--- src/rtl/pdm_pkg.sv ---
// Shared definitions for the PDM microphone capture block.
package pdm_pkg;

  typedef enum logic [1:0] {
    ST_IDLE   = 2'd0,
    ST_WARMUP = 2'd1,
    ST_RUN    = 2'd2
  } pdm_state_t;

  localparam logic PCM_CH_L = 1'b0;
  localparam logic PCM_CH_R = 1'b1;

  // Bits needed to hold a popcount in the range 0..decim.
  function automatic int clog2_cnt(input int decim);
    return $clog2(decim + 1);
  endfunction

endpackage

--- src/rtl/pdm_mic_capture_clkgen.sv ---
// Mic bit-clock divider: mclk = clk/(2*CLK_DIV) while i_run is high, held 0 otherwise.
// o_c0 / o_c1 strobe in the cycle whose closing edge drives mclk 1->0 / 0->1.
module pdm_clkgen #(
  parameter int CLK_DIV = 2
) (
  input  logic clk,
  input  logic reset,
  input  logic i_run,
  output logic o_mclk,
  output logic o_c0,
  output logic o_c1
);

  localparam int DW = (CLK_DIV > 1) ? $clog2(CLK_DIV) : 1;

  logic [DW-1:0] r_div_cnt;
  logic          r_mclk;
  logic          w_wrap;

  assign w_wrap = (r_div_cnt == DW'(CLK_DIV - 1));
  assign o_mclk = r_mclk;
  assign o_c0   = i_run & w_wrap & r_mclk;
  assign o_c1   = i_run & w_wrap & ~r_mclk;

  // Divider counter and mclk toggle; stopping the divider parks mclk low.
  always_ff @(posedge clk or posedge reset) begin
    if (reset) begin
      r_div_cnt <= '0;
      r_mclk    <= 1'b0;
    end else if (!i_run) begin
      r_div_cnt <= '0;
      r_mclk    <= 1'b0;
    end else if (w_wrap) begin
      r_div_cnt <= '0;
      r_mclk    <= ~r_mclk;
    end else begin
      r_div_cnt <= r_div_cnt + 1'b1;
    end
  end

endmodule

--- src/rtl/pdm_mic_capture.sv ---
// PDM microphone front end: mclk generation, boxcar decimation by popcount,
// left-justified PCM on a valid/ready interface with sticky overrun.
// Optional build macro PDM_STEREO_EN adds the right channel captured on mclk rising.
//
// state  | meaning
// IDLE   | mclk parked low, counters cleared, waiting for enable
// WARMUP | mclk running, captures discarded for WARM mic periods
// RUN    | capturing windows of DECIM bits and emitting PCM samples
module pdm_mic_capture
  import pdm_pkg::*;
#(
  parameter int CLK_DIV = 2,
  parameter int DECIM   = 64,
  parameter int PCM_W   = 16,
  parameter int WARM    = 16
) (
  input  logic             clk,
  input  logic             reset,
  input  logic             enable,
  input  logic             dataint,
  output logic             mclk,
  output logic [PCM_W-1:0] pcm_data,
  output logic             pcm_ch,
  output logic             pcm_valid,
  input  logic             pcm_ready,
  output logic             overrun
);

  localparam int CNT_W = clog2_cnt(DECIM);
  localparam int SHIFT = PCM_W - CNT_W;
  localparam int WRM_W = (WARM > 1) ? $clog2(WARM) : 1;

  pdm_state_t       r_state, w_next;
  logic             r_din_q;
  logic [WRM_W-1:0] r_warm_cnt;
  logic [CNT_W-1:0] r_ones0, r_bit_cnt0;
  logic [PCM_W-1:0] r_pcm_data;
  logic             r_pcm_valid, r_overrun;
  logic             w_run, w_c0, w_c1;
  logic             w_accept, w_last0, w_comp0;
  logic [CNT_W-1:0] w_sum0;
  logic [PCM_W-1:0] w_pcm0;

  assign w_run    = enable && (r_state != ST_IDLE);
  assign w_accept = r_pcm_valid && pcm_ready;
  assign w_last0  = (r_bit_cnt0 == CNT_W'(DECIM - 1));
  assign w_comp0  = (r_state == ST_RUN) && w_c0 && w_last0;
  // The completing bit is added here so the window closes on its last capture.
  assign w_sum0   = r_ones0 + CNT_W'(r_din_q);
  assign w_pcm0   = PCM_W'(w_sum0) << SHIFT;

  assign pcm_data  = r_pcm_data;
  assign pcm_valid = r_pcm_valid;
  assign overrun   = r_overrun;

  pdm_clkgen #(.CLK_DIV(CLK_DIV)) u_clkgen (
    .clk    (clk),
    .reset  (reset),
    .i_run  (w_run),
    .o_mclk (mclk),
    .o_c0   (w_c0),
    .o_c1   (w_c1)
  );

  // Single input flop on the mic data line.
  always_ff @(posedge clk or posedge reset) begin
    if (reset) r_din_q <= 1'b0;
    else       r_din_q <= dataint;
  end

  // State register.
  always_ff @(posedge clk or posedge reset) begin
    if (reset) r_state <= ST_IDLE;
    else       r_state <= w_next;
  end

  // Next-state logic; dropping enable wins from any state.
  always_comb begin
    w_next = r_state;
    unique case (r_state)
      ST_IDLE:   if (enable) w_next = ST_WARMUP;
      ST_WARMUP: if (w_c0 && (r_warm_cnt == WRM_W'(WARM - 1))) w_next = ST_RUN;
      ST_RUN:    w_next = ST_RUN;
      default:   w_next = ST_IDLE;
    endcase
    if (!enable) w_next = ST_IDLE;
  end

`ifdef PDM_STEREO_EN
  logic [CNT_W-1:0] r_ones1, r_bit_cnt1;
  logic [PCM_W-1:0] r_hold_data;
  logic             r_hold_vld, r_pcm_ch;
  logic             w_comp1, w_hold_move;
  logic [CNT_W-1:0] w_sum1;
  logic [PCM_W-1:0] w_pcm1;

  assign w_comp1     = (r_state == ST_RUN) && w_c1 && (r_bit_cnt1 == CNT_W'(DECIM - 1));
  assign w_sum1      = r_ones1 + CNT_W'(r_din_q);
  assign w_pcm1      = PCM_W'(w_sum1) << SHIFT;
  // Right sample leaves the holding register once the output slot is free
  // and no left sample is claiming it in the same cycle.
  assign w_hold_move = r_hold_vld && !w_comp0 && (!r_pcm_valid || w_accept);
  assign pcm_ch      = r_pcm_ch;

  // Right-channel holding register.
  always_ff @(posedge clk or posedge reset) begin
    if (reset) begin
      r_hold_data <= '0;
      r_hold_vld  <= 1'b0;
    end else if (!enable) begin
      r_hold_data <= '0;
      r_hold_vld  <= 1'b0;
    end else if (w_comp1) begin
      r_hold_data <= w_pcm1;
      r_hold_vld  <= 1'b1;
    end else if (w_hold_move) begin
      r_hold_vld  <= 1'b0;
    end
  end
`else
  logic w_unused_c1;
  assign w_unused_c1 = w_c1;
  assign pcm_ch      = PCM_CH_L;
`endif

  // Warm-up and window counters; everything clears outside the active states.
  always_ff @(posedge clk or posedge reset) begin
    if (reset) begin
      r_warm_cnt <= '0;
      r_ones0    <= '0;
      r_bit_cnt0 <= '0;
`ifdef PDM_STEREO_EN
      r_ones1    <= '0;
      r_bit_cnt1 <= '0;
`endif
    end else if (!enable || (r_state == ST_IDLE)) begin
      r_warm_cnt <= '0;
      r_ones0    <= '0;
      r_bit_cnt0 <= '0;
`ifdef PDM_STEREO_EN
      r_ones1    <= '0;
      r_bit_cnt1 <= '0;
`endif
    end else begin
      if ((r_state == ST_WARMUP) && w_c0) r_warm_cnt <= r_warm_cnt + 1'b1;
      if ((r_state == ST_RUN) && w_c0) begin
        if (w_last0) begin
          r_ones0    <= '0;
          r_bit_cnt0 <= '0;
        end else begin
          r_ones0    <= w_sum0;
          r_bit_cnt0 <= r_bit_cnt0 + 1'b1;
        end
      end
`ifdef PDM_STEREO_EN
      if ((r_state == ST_RUN) && w_c1) begin
        if (w_comp1) begin
          r_ones1    <= '0;
          r_bit_cnt1 <= '0;
        end else begin
          r_ones1    <= w_sum1;
          r_bit_cnt1 <= r_bit_cnt1 + 1'b1;
        end
      end
`endif
    end
  end

  // Output sample register, valid/ready handshake and sticky overrun.
  always_ff @(posedge clk or posedge reset) begin
    if (reset) begin
      r_pcm_data  <= '0;
      r_pcm_valid <= 1'b0;
      r_overrun   <= 1'b0;
`ifdef PDM_STEREO_EN
      r_pcm_ch    <= PCM_CH_L;
`endif
    end else if (!enable) begin
      r_pcm_data  <= '0;
      r_pcm_valid <= 1'b0;
      r_overrun   <= 1'b0;
`ifdef PDM_STEREO_EN
      r_pcm_ch    <= PCM_CH_L;
`endif
    end else begin
      if (w_comp0) begin
        r_pcm_data  <= w_pcm0;
        r_pcm_valid <= 1'b1;
        if (r_pcm_valid && !pcm_ready) r_overrun <= 1'b1;
`ifdef PDM_STEREO_EN
        r_pcm_ch    <= PCM_CH_L;
      end else if (w_hold_move) begin
        r_pcm_data  <= r_hold_data;
        r_pcm_valid <= 1'b1;
        r_pcm_ch    <= PCM_CH_R;
`endif
      end else if (w_accept) begin
        r_pcm_valid <= 1'b0;
      end
`ifdef PDM_STEREO_EN
      if (w_comp1 && r_hold_vld && !w_hold_move) r_overrun <= 1'b1;
`endif
    end
  end

endmodule

--- config.mk ---
export PLATFORM = sky130hd
export DESIGN_NAME = pdm_mic_capture
export DESIGN_NICKNAME = d
export VERILOG_FILES = /design/src/rtl/pdm_pkg.sv /design/src/rtl/pdm_mic_capture_clkgen.sv /design/src/rtl/pdm_mic_capture.sv
export SDC_FILE = /design/constraint.sdc
export NUM_CORES = 1
export LEC_CHECK = 0
export ABC_AREA = 1
export BUFFER_PORTS_ARGS = -buffer_cell sky130_fd_sc_hd__buf_2
export CAP_MARGIN = 20
export CORE_UTILIZATION = 25
export CTS_CLUSTER_SIZE = 10
export DETAILED_ROUTE_END_ITERATION = 6
export PLACE_DENSITY = 0.41
export SYNTH_ARGS = -nofsm -noshare
export SYNTH_HDL_FRONTEND = slang
export SYNTH_SLANG_ARGS = --single-unit
--- constraint.sdc ---
create_clock -name clk -period 2.59 [get_ports clk]
set_input_delay 0.3885 -clock clk [delete_from_list [all_inputs] [get_ports clk]]
set_output_delay 0.3885 -clock clk [all_outputs]
set_load 0.1 [all_outputs]
# Yosys cells after proc, flatten, opt, wreduce, memory -nomap -nowiden
# Cells that the tools add are included.
[classes]
n_addsub = 4
n_mul = 0
div = 0
order_cmp = 0
n_eq_ne = 9
n_shift = 0
muxes = 23
bitwise_logic = 3
n_reduce_logical = 15
[ops]
columns = ["op", "n"]
rows = [
  ["2-to-1 mux 7 bit", 6],
  ["2-to-1 mux 16 bit", 2],
  ["2-to-1 mux 1 bit", 10],
  ["2-to-1 mux 4 bit", 2],
  ["adder 7 x 1 -> 7 bit", 1],
  ["adder 7 x 1 -> 7 bit (second input constant)", 1],
  ["== test 7 x 6 -> 1 bit (second input constant)", 1],
  ["logical AND 1 bit", 7],
  ["case mux 2 bit (3 select lines)", 1],
  ["nonzero test 2 bit", 3],
  ["adder 4 x 1 -> 4 bit (second input constant)", 1],
  ["== test 4 bit (second input constant)", 1],
  ["2-to-1 mux 2 bit", 2],
  ["inequality test 2 x 1 -> 1 bit (second input constant)", 2],
  ["inequality test 3 x 1 -> 1 bit (second input constant)", 1],
  ["inequality test 3 bit (second input constant)", 1],
  ["bitwise AND 1 bit", 2],
  ["== test 2 x 1 -> 1 bit (second input constant)", 1],
  ["== test 2 bit (second input constant)", 1],
  ["zero test 1 bit", 2],
  ["zero test 2 bit", 1],
  ["inequality test 2 bit (second input constant)", 1],
  ["AND reduction 2 bit", 1],
  ["adder 1 bit (second input constant)", 1],
  ["2 further kinds", 2],
]
[word_totals]
reg_bits = 41
latch_bits = 0
mem_bits_rw = 0
rom_bits = 0
output_inout_bits = 20
word_cells = 64
n_memories = 0

# Depth between registers and ports, before layout
[depth]
depth_word = 8
ltp_mapped = 10
depth_no_buf = 10

# By module
# Synthesis repeated with hierarchy kept, for this count alone.
[unflattened]
hier_cells = 217
hier_area_um2 = 1786.7
[modules_own_cells]
columns = ["mod", "instances", "cells_each", "area_per_inst_um2", "seq_area_each_um2"]
rows = [
  ["pdm_mic_capture", 1, 204, 1692.9, 750.7],
  ["pdm_clkgen", 1, 13, 93.8, 50.0],
]

# Worst setup path after synthesis
# OpenSTA, ideal clock, no wires.
[synth_timing]
path_type = "reg-to-reg"
startpoint = "reg u_clkgen.r_mclk, in the netlist u_clkgen.o_mclk"
endpoint = "reg r_pcm_data[13], in the netlist pcm_data[13]"
setup_time_ns = 0.068
t_arrival_ns = 1.710
required_time_ns = 2.522
path_slack_ns = 0.812
path_stages_with_launch = 7
period_less_slack_ns = 1.778
path_cell_list = "dfrtp_1 > nand3_2 > nor2_4 > nand2_4 > clkinv_2 > nand2_1 > nand2_1"
[synth_via]
elab_chain_cells = 4
[synth_rtl]
columns = ["element", "line_no", "source"]
rows = [
  ["start, declared", "pdm_mic_capture_clkgen.sv:17", "logic r_mclk;"],
  ["start signal, assigned", "pdm_mic_capture_clkgen.sv:35", "r_mclk <= ~r_mclk;"],
  ["bitwise AND 1 bit", "pdm_mic_capture_clkgen.sv:22", "assign o_c0 = i_run & w_wrap & r_mclk;"],
  ["logical AND 1 bit (2 in a row)", "pdm_mic_capture.sv:47", "assign w_comp0 = (r_state == ST_RUN) && w_c0 && w_last0;"],
  ["inequality test 2 x 1 -> 1 bit (no line)", "-", ""],
  ["end signal, assigned", "pdm_mic_capture.sv:187", "r_pcm_data <= w_pcm0;"],
  ["end, declared", "pdm_mic_capture.sv:37", "logic [PCM_W-1:0] r_pcm_data;"],
]
# Every way passes these cells.
# A chain may end at the register's enable or synchronous reset.

# Worst setup path in the final report
[layout_timing]
startpoint = "reg r_state[0]"
endpoint = "reg r_bit_cnt0[5]"
[layout_via]
elab_chain_cells = 6
word_cells_on_any_way = 10
classes_between = "1 x eq/ne; 1 x mux; 2 x bitwise; 6 x reduce/logical"
[layout_rtl]
columns = ["element", "line_no", "source"]
rows = [
  ["start, declared", "pdm_mic_capture.sv:33", "pdm_state_t r_state, w_next;"],
  ["start signal, assigned", "pdm_mic_capture.sv:74", "else r_state <= w_next;"],
  ["nonzero test 2 bit", "pdm_mic_capture.sv:44", "assign w_run = enable && (r_state != ST_IDLE);"],
  ["logical AND 1 bit", "pdm_mic_capture.sv:44", ""],
  ["bitwise AND 1 bit (2 in a row)", "pdm_mic_capture_clkgen.sv:22", ""],
  ["logical AND 1 bit", "pdm_mic_capture.sv:146", "if ((r_state == ST_RUN) && w_c0) begin"],
  ["nonzero test 2 bit (no line)", "-", ""],
  ["end signal, assigned", "pdm_mic_capture.sv:152", "r_bit_cnt0 <= r_bit_cnt0 + 1'b1;"],
  ["end, declared", "pdm_mic_capture.sv:36", "logic [CNT_W-1:0] r_ones0, r_bit_cnt0;"],
]
# Several ways; a longest one is shown, not always the timed one.

==> results.cfg <==
[outcome]
outcome = finished, final reports clean

[floorplanning]
boundaryPins = 25
initial_core_util_pct = 26.42
die_area_sq_um = 7161
core_area_sq_um = 6459
die_w_um = 84.62
die-height_um = 84.62
placement_rows = 29

[yosys]
netlist.top_cell.by_area = dfrtp_1
synthesis.area_per_instance_sq_um = 8.050
synthMostInstantiatedCell = nand2_1
synthDistinctLibCells = 25
synth.top_cell.area_share_pct = 46.92
synth-edff-count = 0
synth_seq_cells = 32
syn-instance-count = 212
netlist_top_cells_count = nand2_1, dfrtp_1, nor2_1
synth_sequential_area_ratio_pct = 46.92
netlist_top_cells_area = dfrtp_1, nand2_1, ha_1
synth_ff_type = dfrtp_1
netlist_area_sq_um = 1707
synth-async-reset-ratio_pct = 100.0
yosysWarnings = 0

[clock_tree]
root_buffer = clkbuf_8
ctsHtreeMaxLevel = 2
cts_hold_buffers = 0
cts_inserted_buffers = 5
clock_insertion_delay_worst_skew_ps = 280
clk_pin_slew_worst_paths_ps = 70
clk_path_buf_depth = 2
tritoncts_clock_tree = done
cts_sinks = 32
cts_setup_buffers = 0
cts_resized = 0

[cells_and_area]
multi_input_area_sq_um = 779.5
stdcell_count = 308
layout.nets = 242
area_growth_syn_to_layout_pct = 12.10
sequential_cell_area_sq_um = 800.8
post_route_cells_drive_above_1_share_pct = 13.42
antenna-diode-count = 0
final.fill_count = 705

[route]
routed_length_per_placed_instance_um = 11.21
detailedRoute.firstIterationViolations = 58
routed_wl_um = 3454
drt-vias-per-instance = 4.052
route.vias.total = 1248
drt.antenna.violating_nets = 0
detail_route.drc_violations = 0
detail_route.first_pass.iterations = 6

[placed_design]
buffer_ports.inserted = 14
placed_cells_incl_taps = 300
routabilityCongestion = 0.6977
dpl_wire_length_um = 2465

[job]
max_cap_violations = 0

[pwr]
p_clk_share_pct = 32.4
ir_worst_vdd_uv = 265.3
power.internal_uw = 809.9
sw_share_pct = 36.67
portion_of_total_power_attributed_to_sequential_cells_pct = 42.9
total_leakage_power_nw = 1.055
power.net_switching_uw = 468.9
pwr-share-comb_pct = 24.8
powerDensity_nw_per_um2 = 668.5

[global_route]
grt_pass1_vias = 1348
grt_antenna_before_repair = 0
gr-usage-all-layers_pct = 11.29
grt.overflow.total = 0
grt_max_degree = 33
grt_pass1_wl_um = 6272

[setup_path]
timing.critical_path.arrival_ps = 1960
end_kind = flip-flop
cp_slowest_cell = a31oi_2
worst_ep_required_time_ps = 2760
cp_num_cells = 8
critical_path_peak_fanout = 14
critical_path.n_buffers_inverters = 2
timing_worst_setup_path_type = flip-flop to flip-flop
cell_by_cell_trace_of_the_critical_path = inv_1 -> ha_1 -> inv_1 -> nand2_1 -> a31oi_2 -> nor2_1 -> nor2_1 -> nor2_1
setup.worst_path.start_class = flip-flop
critPathMostFrequentCell = nor2_1
ff2ff_path_depth = 8
timing.critical_path.max_delay_family = compound AO/OA/AOI/OAI gates
cp_slowest_stage_delay_ps = 590
ff2ff_setup_slack_ps = 800

[timing]
setup-violations-final = 0
finalHoldViolCount = 0
skew_ps = 8.242
final_slew_violations = 0
setup_tns_ps = 0
worst-slew-pin-transition_ps = 686.6
rsz0062_at_grt = false
timing.max_slew.rel_slack_pct = 54.08
final_min_period_over_clock_period_pct = 69.16
max_freq_mhz = 558.2
post_layout_minimum_cycle_time_ps = 1791

[min_path]
worstHoldPathType = input pin to asynchronous set/reset pin
[path summary, 6_finish.rpt]
path	start	endpoint
worst max-delay path	r_state[0]	r_bit_cnt0[5]
worst min-delay path	reset	pcm_data[12]
worst max register to register	r_state[0]	r_bit_cnt0[5]
worst min register to register	overrun	overrun
max in group asynchronous	reset	r_bit_cnt0[3]
min in group clk	dataint	r_din_q
[metrics by stage]
step	total power, mW	setup WS [ps]	cell area [sq um]	util, %	hold WS, ps
6_report	1.279	798.6	1913	29.62	183.8
5_1_grt	1.362	550.7	1913	29.62	193.2
4_1_cts	1.307	704.2	1913	29.62	194.9
3_5_place_dp	0.8814	726.6	1819	28.17	477.1
3_3_place_gp	0.8769	782.4	1819	28.17	470.8
2_1_floorplan	0.8482	811.7	1740	-	419.9
[routing by layer]
metal | GRT usage [%] | part of all wire [%] | vias up
li1 | - | - | 679
met1 | 15.38 | 52 | 545
met2 | 17.29 | 43 | 22
met3 | 2.950 | 3.6 | 2
met4 | 4.006 | 0.64 | 0
met5 | 0 | 0 | -
[power groups by stage]
stage	Sequential, mW	Combinational [mW]	Clock, mW
finish	0.548	0.317	0.414
global route	0.551	0.361	0.450
CTS	0.547	0.325	0.434
detailed placement	0.557	0.324	0
global placement	0.555	0.322	0
floorplan	0.572	0.276	0
[cells by family (layout without fill, tap and decap cells)]
family          count (synthesis)  after routing  synth area share [%]
simple gates                  122            122                 30.50
other cells                     1             10                0.2197
flops                          32             32                 46.92
fa+ha+maj                       7              7                 5.132
buf+inv                        30             40                 9.383
xor+xnor                        5              5                 2.566
compound gates                 15             15                 5.278
[state kept, by name, summed over array words and instances (netlist names)]
register	cells
pcm_valid	1
u_clkgen.r_div_cnt	1
u_clkgen.o_mclk	1
pcm_data	7
r_ones0	7
r_bit_cnt0	7
overrun	1
r_state	2
r_din_q	1
r_warm_cnt	4
[cell usage in the layout (no fill, tap or decap), types with 2 or more instances in the layout]
cell type / count
ha_1: 7
o21ai_0: 8
buf_2: 14
xor2_1: 3
nand2_1: 81
dfrtp_1: 32
nor2_4: 3
nor2_1: 21
inv_1: 15
xnor2_1: 2
o21bai_1: 2
clkbuf_8: 6
a21oi_1: 2
conb_1: 10
nand3_1: 14
[cell type report]
cell class | count | share of cell area (%)
Inverter | 17 | 3.401
Sequential cell | 32 | 41.86
Tap cell | 77 | 5.036
Multi-Input combinational cell | 159 | 40.75
Clock inverter | 1 | 0.3924
Clock buffer | 7 | 4.513
Timing Repair Buffer | 15 | 4.055
[worst register-to-register path, delay by kind of cell (launching register included)]
family / cells / cell delay (ps)
AOI/OAI and AO/OA: 1 / 590
DFF: 1 / 360
and+or+nand+nor: 4 / 340
adders and majority gates: 1 / 250
buffers and inverters: 2 / 130
No activity file was read; power rests on OpenSTA's default activity.
